--- config.mk ---
export PLATFORM = sky130hd
export DESIGN_NAME = bin2bcd_n
export DESIGN_NICKNAME = d
export VERILOG_FILES = /design/src/rtl/bin2bcd_n_pkg.sv /design/src/rtl/bin2bcd_n_adj3.sv /design/src/rtl/bin2bcd_n.sv
export SDC_FILE = /design/constraint.sdc
export NUM_CORES = 1
export LEC_CHECK = 0
export BUFFER_PORTS_ARGS = -buffer_cell sky130_fd_sc_hd__buf_4
export CORE_MARGIN = 5
export CORE_UTILIZATION = 35
export DETAILED_ROUTE_END_ITERATION = 6
export MAX_ROUTING_LAYER = met4
export SKIP_CTS_REPAIR_TIMING = 1
export SYNTH_ARGS = -nofsm -noshare
export SYNTH_HDL_FRONTEND = slang
export SYNTH_SLANG_ARGS = --single-unit
--- constraint.sdc ---
create_clock -name clk -period 3.9 [get_ports clk]
set_input_delay 0.78 -clock clk [delete_from_list [all_inputs] [get_ports clk]]
set_output_delay 0.78 -clock clk [all_outputs]
set_load 0.02 [all_outputs]
--- src/rtl/bin2bcd_n_pkg.sv ---
// bin2bcd_n_pkg: FSM state encoding and BCD digit width shared by the converter files
package bin2bcd_n_pkg;
    typedef enum logic [1:0] {
        IDLE = 2'd0,
        OP   = 2'd1,
        DONE = 2'd2
    } state_t;
    localparam int DIG_W = 4;
endpackage

--- src/rtl/bin2bcd_n_adj3.sv ---
// bin2bcd_n_adj3: one BCD digit pre-shift correction (add 3 when digit >= 5)
module bin2bcd_n_adj3
    import bin2bcd_n_pkg::*;
(
    input  logic [DIG_W-1:0] i_d,
    output logic [DIG_W-1:0] o_d
);
    assign o_d = (i_d >= 4'd5) ? i_d + 4'd3 : i_d;
endmodule

--- src/rtl/bin2bcd_n.sv ---
// bin2bcd_n: sequential shift-and-add-3 binary to BCD converter with start/ready/done_tick
// handshake; BIN2BCD_SIGNED_EN treats bin as two's complement and adds the sign port
module bin2bcd_n
    import bin2bcd_n_pkg::*;
#(
    parameter int BIN_W  = 14,
    parameter int DIGITS = 4,
    parameter int CNT_W  = 5
) (
    input  logic                      clk,
    input  logic                      reset,
    input  logic                      start,
    input  logic [BIN_W-1:0]          bin,
    output logic                      ready,
    output logic                      done_tick,
    output logic [DIGITS*DIG_W-1:0]   bcd,
`ifdef BIN2BCD_SIGNED_EN
    output logic                      overflow,
    output logic                      sign
`else
    output logic                      overflow
`endif
);
    localparam int BW = DIGITS * DIG_W;

    state_t           r_state, w_next;
    logic [CNT_W-1:0] r_cnt;
    logic [BIN_W-1:0] r_sh, w_mag;
    logic [BW-1:0]    r_dig, w_adj, w_dig, r_bcd;
    logic             r_ovf, r_ovf_o, w_out, w_go, w_last;

    for (genvar i = 0; i < DIGITS; i++) begin : g_adj
        bin2bcd_n_adj3 u_adj (
            .i_d(r_dig[i*DIG_W +: DIG_W]),
            .o_d(w_adj[i*DIG_W +: DIG_W])
        );
    end

    // Adjusted digits and shift register move left as one word; the top bit falls out
    assign {w_out, w_dig} = {w_adj, r_sh[BIN_W-1]};
    assign w_go   = (r_state == IDLE) && start;
    assign w_last = (r_state == OP) && (r_cnt == CNT_W'(1));

`ifdef BIN2BCD_SIGNED_EN
    logic r_neg, r_sign;
    assign w_mag = bin[BIN_W-1] ? -bin : bin;
    assign sign  = r_sign;
    always_ff @(posedge clk) begin
        if (reset) begin
            r_neg  <= 1'b0;
            r_sign <= 1'b0;
        end else begin
            r_neg  <= w_go ? bin[BIN_W-1] : r_neg;
            r_sign <= w_last ? r_neg : r_sign;
        end
    end
`else
    assign w_mag = bin;
`endif

    always_ff @(posedge clk) begin
        if (reset)
            r_state <= IDLE;
        else
            r_state <= w_next;
    end

    always_comb begin
        w_next = IDLE;
        w_next = (r_state == IDLE) ? (start ? OP : IDLE) :
                 (r_state == OP)   ? (w_last ? DONE : OP) : IDLE;
    end

    always_ff @(posedge clk) begin
        if (reset) begin
            r_cnt   <= '0;
            r_sh    <= '0;
            r_dig   <= '0;
            r_ovf   <= 1'b0;
            r_bcd   <= '0;
            r_ovf_o <= 1'b0;
        end else if (w_go) begin
            r_cnt <= CNT_W'(BIN_W);
            r_sh  <= w_mag;
            r_dig <= '0;
            r_ovf <= 1'b0;
        end else if (r_state == OP) begin
            r_cnt <= r_cnt - CNT_W'(1);
            r_sh  <= {r_sh[BIN_W-2:0], 1'b0};
            r_dig <= w_dig;
            r_ovf <= r_ovf | w_out;
            if (w_last) begin
                r_bcd   <= w_dig;
                r_ovf_o <= r_ovf | w_out;
            end
        end
    end

    assign ready     = (r_state == IDLE);
    assign done_tick = (r_state == DONE);
    assign bcd       = r_bcd;
    assign overflow  = r_ovf_o;
endmodule

; ---- Word level (Yosys, flattened, before mapping)
; Index checks and enable logic that the tools add are counted.
[classes]
add_sub_neg = 5
order_cmp = 4
eq_ne = 3
mux = 12
n_bitwise = 2
reduce_logical = 6
[op_table]
columns = op, n
row1 = 14-bit 2-to-1 mux, 2
row2 = 4-bit 2-to-1 mux, 6
row3 = "4-bit by 2-bit adder with 4-bit output, second input constant", 4
row4 = "4-bit by 3-bit >= comparator with 1-bit output, second input constant", 4
row5 = 2-bit 2-to-1 mux, 3
row6 = "5-bit by 1-bit equality test with 1-bit output, second input constant", 1
row7 = "5-bit by 1-bit subtractor with 5-bit output, second input constant", 1
row8 = 3-bit AND reduction, 1
row9 = "2-bit by 1-bit equality test with 1-bit output, second input constant", 1
row10 = "2-bit equality test, second input constant", 1
row11 = 1-bit logical AND, 2
row12 = 2-bit logical NOT, 1
row13 = 2-bit nonzero test, 1
row14 = 2-bit OR reduction, 1
row15 = 1-bit 2-to-1 mux, 1
row16 = 1-bit NOT, 1
row17 = 1-bit bitwise OR, 1
[word_totals]
ff_bits = 55
in_bits = 17
out_inout_bits = 19
wordCells = 40

; ---- Logic depth before layout (Yosys ltp)
[depth]
ltp_word = 5
mapped_depth = 7
mapped_depth_nobuf = 6

; ---- Hierarchy
; Synthesis repeated with hierarchy kept, for this count alone.
[unflattened]
cells_unflattened = 319
hier_area_um2 = 2685.1
[by_module_without_submodules]
columns = mod, instances, cells_each, area_each_um2, seq_area_each_um2
row1 = bin2bcd_n, 1, 255, 2279.7, 1101.1
row2 = bin2bcd_n_adj3, 4, 16, 101.3, 0.0

; ---- Least setup slack after synthesis
; Ideal clock, no wire load.
[synth_timing]
path_kind = input -> register
start = in start
end = reg r_dig[10]
setup_ns = 0.134
t_arrival_ns = 1.686
t_required_ns = 3.766
setup_slack_ns = 2.080
stages = 4
path_buffers = 1
cell_sequence = nor3b_2 > or2_2 > clkbuf_1 > o22ai_1
[synth_via]
elab_chain_len = 2
[synth_lines]
columns = element, line
row1 = start: declaration, bin2bcd_n.sv:12  ; input logic start,
row2 = 1-bit logical AND, bin2bcd_n.sv:41  ; assign w_go = (r_state == IDLE) && start;
row3 = 2-bit OR reduction (no source line), n/a
row4 = end signal: assignment, bin2bcd_n.sv:90  ; r_dig <= w_dig;
row5 = end: declaration, bin2bcd_n.sv:29  ; logic [BW-1:0] r_dig, w_adj, w_dig, r_bcd;
; No other way between the ends.
; A chain may end at the register's enable or synchronous reset.

; ---- Final worst setup path
[layout_timing]
start = reg r_state[0]
end = reg r_cnt[4]
[layout_via]
elab_chain_len = 3
word_cells_on_any_way = 4
cone_classes = 1 x eq/ne / 3 x reduce/logical
[layout_lines]
columns = element, line
row1 = start: declaration, bin2bcd_n.sv:26  ; state_t r_state, w_next;
row2 = start signal: assignment, bin2bcd_n.sv:65  ; r_state <= w_next;
row3 = 2-bit logical NOT, bin2bcd_n.sv:41
row4 = 1-bit logical AND, bin2bcd_n.sv:41
row5 = 2-bit OR reduction (no source line), n/a
row6 = end signal: assignment, bin2bcd_n.sv:83  ; r_cnt <= CNT_W'(BIN_W);
row7 = end signal: assignment, bin2bcd_n.sv:88  ; r_cnt <= r_cnt - CNT_W'(1);
row8 = end: declaration, bin2bcd_n.sv:27  ; logic [CNT_W-1:0] r_cnt;
; Parallel ways exist; a longest one is shown, timed or not.

==> flow_summary.toml <==
[route]
routed_wl_um = 5307
met2_length_um = 2598
vias = 2027
drt-met1-wl_um = 2445
top_layer_used = "met4"
drc = 0
first_pass_iters = 4
wl_met3_um = 196
antenna_left = 0
drt_iter0_drc = 111
avgRoutedWirePerCell_um = 13.20
viasPerCell = 5.042

[floorplan]
dieArea_um2 = 8761
start_util_pct = 36.00
die_x_um = 93.60
coreArea_um2 = 6794
io_pins = 36
num_rows = 30
dieHeight_um = 93.60

[setup_path]
worst-endpoint-required_ns = 4.15
worst-path-buf-inv = 1
timing.rr.start = "r_state[0]"
r2r-end = "r_cnt[4]"
max_stage_delay_ns = 0.63
crit_chain = "nor2b_2, buf_4, nand2_1, or4_1, a21oi_1"
reg2reg_slack_ns = 1.78
cp_slowest_cell = "nor2b_2"
path_class = "reg2reg"
startpoint = "r_state[0]"
crit_family = "simple AND/OR/NAND/NOR gates"
endpoint = "r_cnt[4]"
cp-end-kind = "flip-flop"
critPathMaxFanout = 17
critPathArrivalTime_ns = 2.37
crit_path_start_kind = "flip-flop"
reg2reg_depth = 5
worstSetupPathDepth = 5

[finish]
drive_above_1_share_pct = 19.61
n_antenna_cell = 0
fill_cells = 683
nets = 333
area_growth_pct = 17.08

[status]
status = "completed"

[timing]
period_share_pct = 54.42
drv_slew = 0
hold_violations = 0
finalWorstSetupSlack_ns = 1.778
clock_skew_ns = 0.009401
rsz0062_at_grt = "false"
setup_viol = 0
setup-tns-final_ns = 0
finalCriticalPeriod_ns = 2.122
fmax_ghz = 0.4712
worst_pin_slew_ns = 0.8295
relSlewSlack_pct = 44.70

[pwr]
vdd_drop_max_mv = 0.1392
p_per_area_nw_per_um2 = 360.1
leakage_nw = 1.014

[clock_tree]
htreeDepth = 2
insertion_delay_ns = 0.30
cts_sinks = 55
clockBufferDepth = 2
path_clk_slew_ns = 0.10
cts_made_buffers = 5
cts-root-buf = "clkbuf_8"
cts_tree = "built"

[grt]
antenna_found_initial = 0
grt_pass1_vias = 2018
grt_overflow = 0
grt_pass1_wl_um = 9108
grt_max_degree = 39
grtUsageTotal_pct = 13.02

[synth]
synth_area_per_cell_um2 = 8.831
synth_edf_count = 0
synth.most_common_cell = "dfxtp_1"
syn-num-nets = 304
synth_seq_area_share_pct = 45.01
yosysWarnings = 0
synth_top_cell_by_area = "dfxtp_1"
synth_top_area_share_pct = 45.01
synthArstFlopShare_pct = 0
yosys-top-cells-area = "dfxtp_1 (45%), a21oi_1 (8.0%), ha_1 (5.1%)"
yosysUniqueCellTypes = 33
synth_common_cells = "dfxtp_1 (55), a21oi_1 (39), nand2_1 (27)"
synth_cells = 277
synthFlopType = "dfxtp_1"
ys_ff_latch = 55
syn_area_um2 = 2446

[placed_design]
portBuffers = 35
place_ws_ns = 1.554
dp_hpwl_um = 3644
gp_congestion = 0.8408

[flow_run]
maxCapViolCount = 0

[hold_path]
hold_class = "reg2reg"
flip-flops by register name (all words and copies together) (netlist names):
name / count
bcd: 16
overflow: 1
r_cnt: 5
r_dig: 16
r_ovf: 1
r_sh: 14
r_state: 2
routing by layer:
metal	GRT usage, %	up-vias
li1	-	1032
met1	15.77	949
met2	22.10	37
met3	2.414	9
met4	3.851	0
met5	-	-
logic make-up after synthesis:
| kind of cell | share of synthesized area, % |
|---|---|
| simple gates | 17.90 |
| fa+ha+maj | 5.115 |
| xor+xnor | 1.790 |
| buf+inv | 4.553 |
| flops | 45.01 |
| mux | 2.251 |
| compound gates | 23.38 |
placed cells by master (no fill, tap or decap), types with 2 or more instances in the layout:
cell type	instances
dfxtp_1	55
a22oi_1	13
o22ai_1	5
nand3_1	9
nand2_1	27
inv_1	11
nor2_1	17
nor3_1	2
ha_1	10
o21ai_0	17
o22ai_2	7
buf_4	37
nor3b_1	8
mux2_2	4
a211oi_1	9
xnor2_1	4
nand2b_1	13
clkbuf_8	6
a21oi_1	39
worst register-to-register path, cell delays in order, from the launching register on:
cell     delay, ns
dfxtp_1       0.42
nor2b_2       0.64
buf_4         0.34
nand2_1       0.12
or4_1         0.41
a21oi_1       0.14
layout make-up:
class,instances,area [µm²],area share (%)
clock buffer,6,82.58,2.883
clock inverter,1,5.005,0.1747
inverter,11,41.29,1.442
multi-input combinational,196,1236,43.16
sequential,55,1101,38.44
tap,96,120.1,4.194
timing repair buffer,37,277.8,9.699
report_power, final:
part	leakage, nW	switching, W	internal, W
registers	0.447	0.0000147	0.000582
clock network	0.0470	0.000178	0.000140
logic	0.520	0.0000703	0.0000466
stage by stage:
step                std cells  area (µm²)  total power, W  util, %  hold slack (ns)
CTS                       402        2864        0.001040    42.15           0.4615
detailed placement        395        2776       0.0007270    40.87           0.4489
global route              402        2864        0.001080    42.15           0.4845
floorplan                 277        2446       0.0006882        -           0.4265
finish                    402        2864        0.001031    42.15           0.4565
global placement          395        2776       0.0007237    40.87           0.4404
worst min-delay path by stage:
stage / startpoint / endpoint / slack, ns / cells past startpoint
after CTS: r_sh[3] / r_sh[3] / 0.46 / 2
after global routing: r_sh[7] / r_sh[7] / 0.48 / 2
after floorplan: r_ovf / r_ovf / 0.43 / 2
final: r_sh[3] / r_sh[3] / 0.46 / 2
after global placement: r_sh[4] / r_sh[4] / 0.44 / 2
after detailed placement: r_sh[3] / r_sh[3] / 0.45 / 2
(Power assumes the default switching activity.)
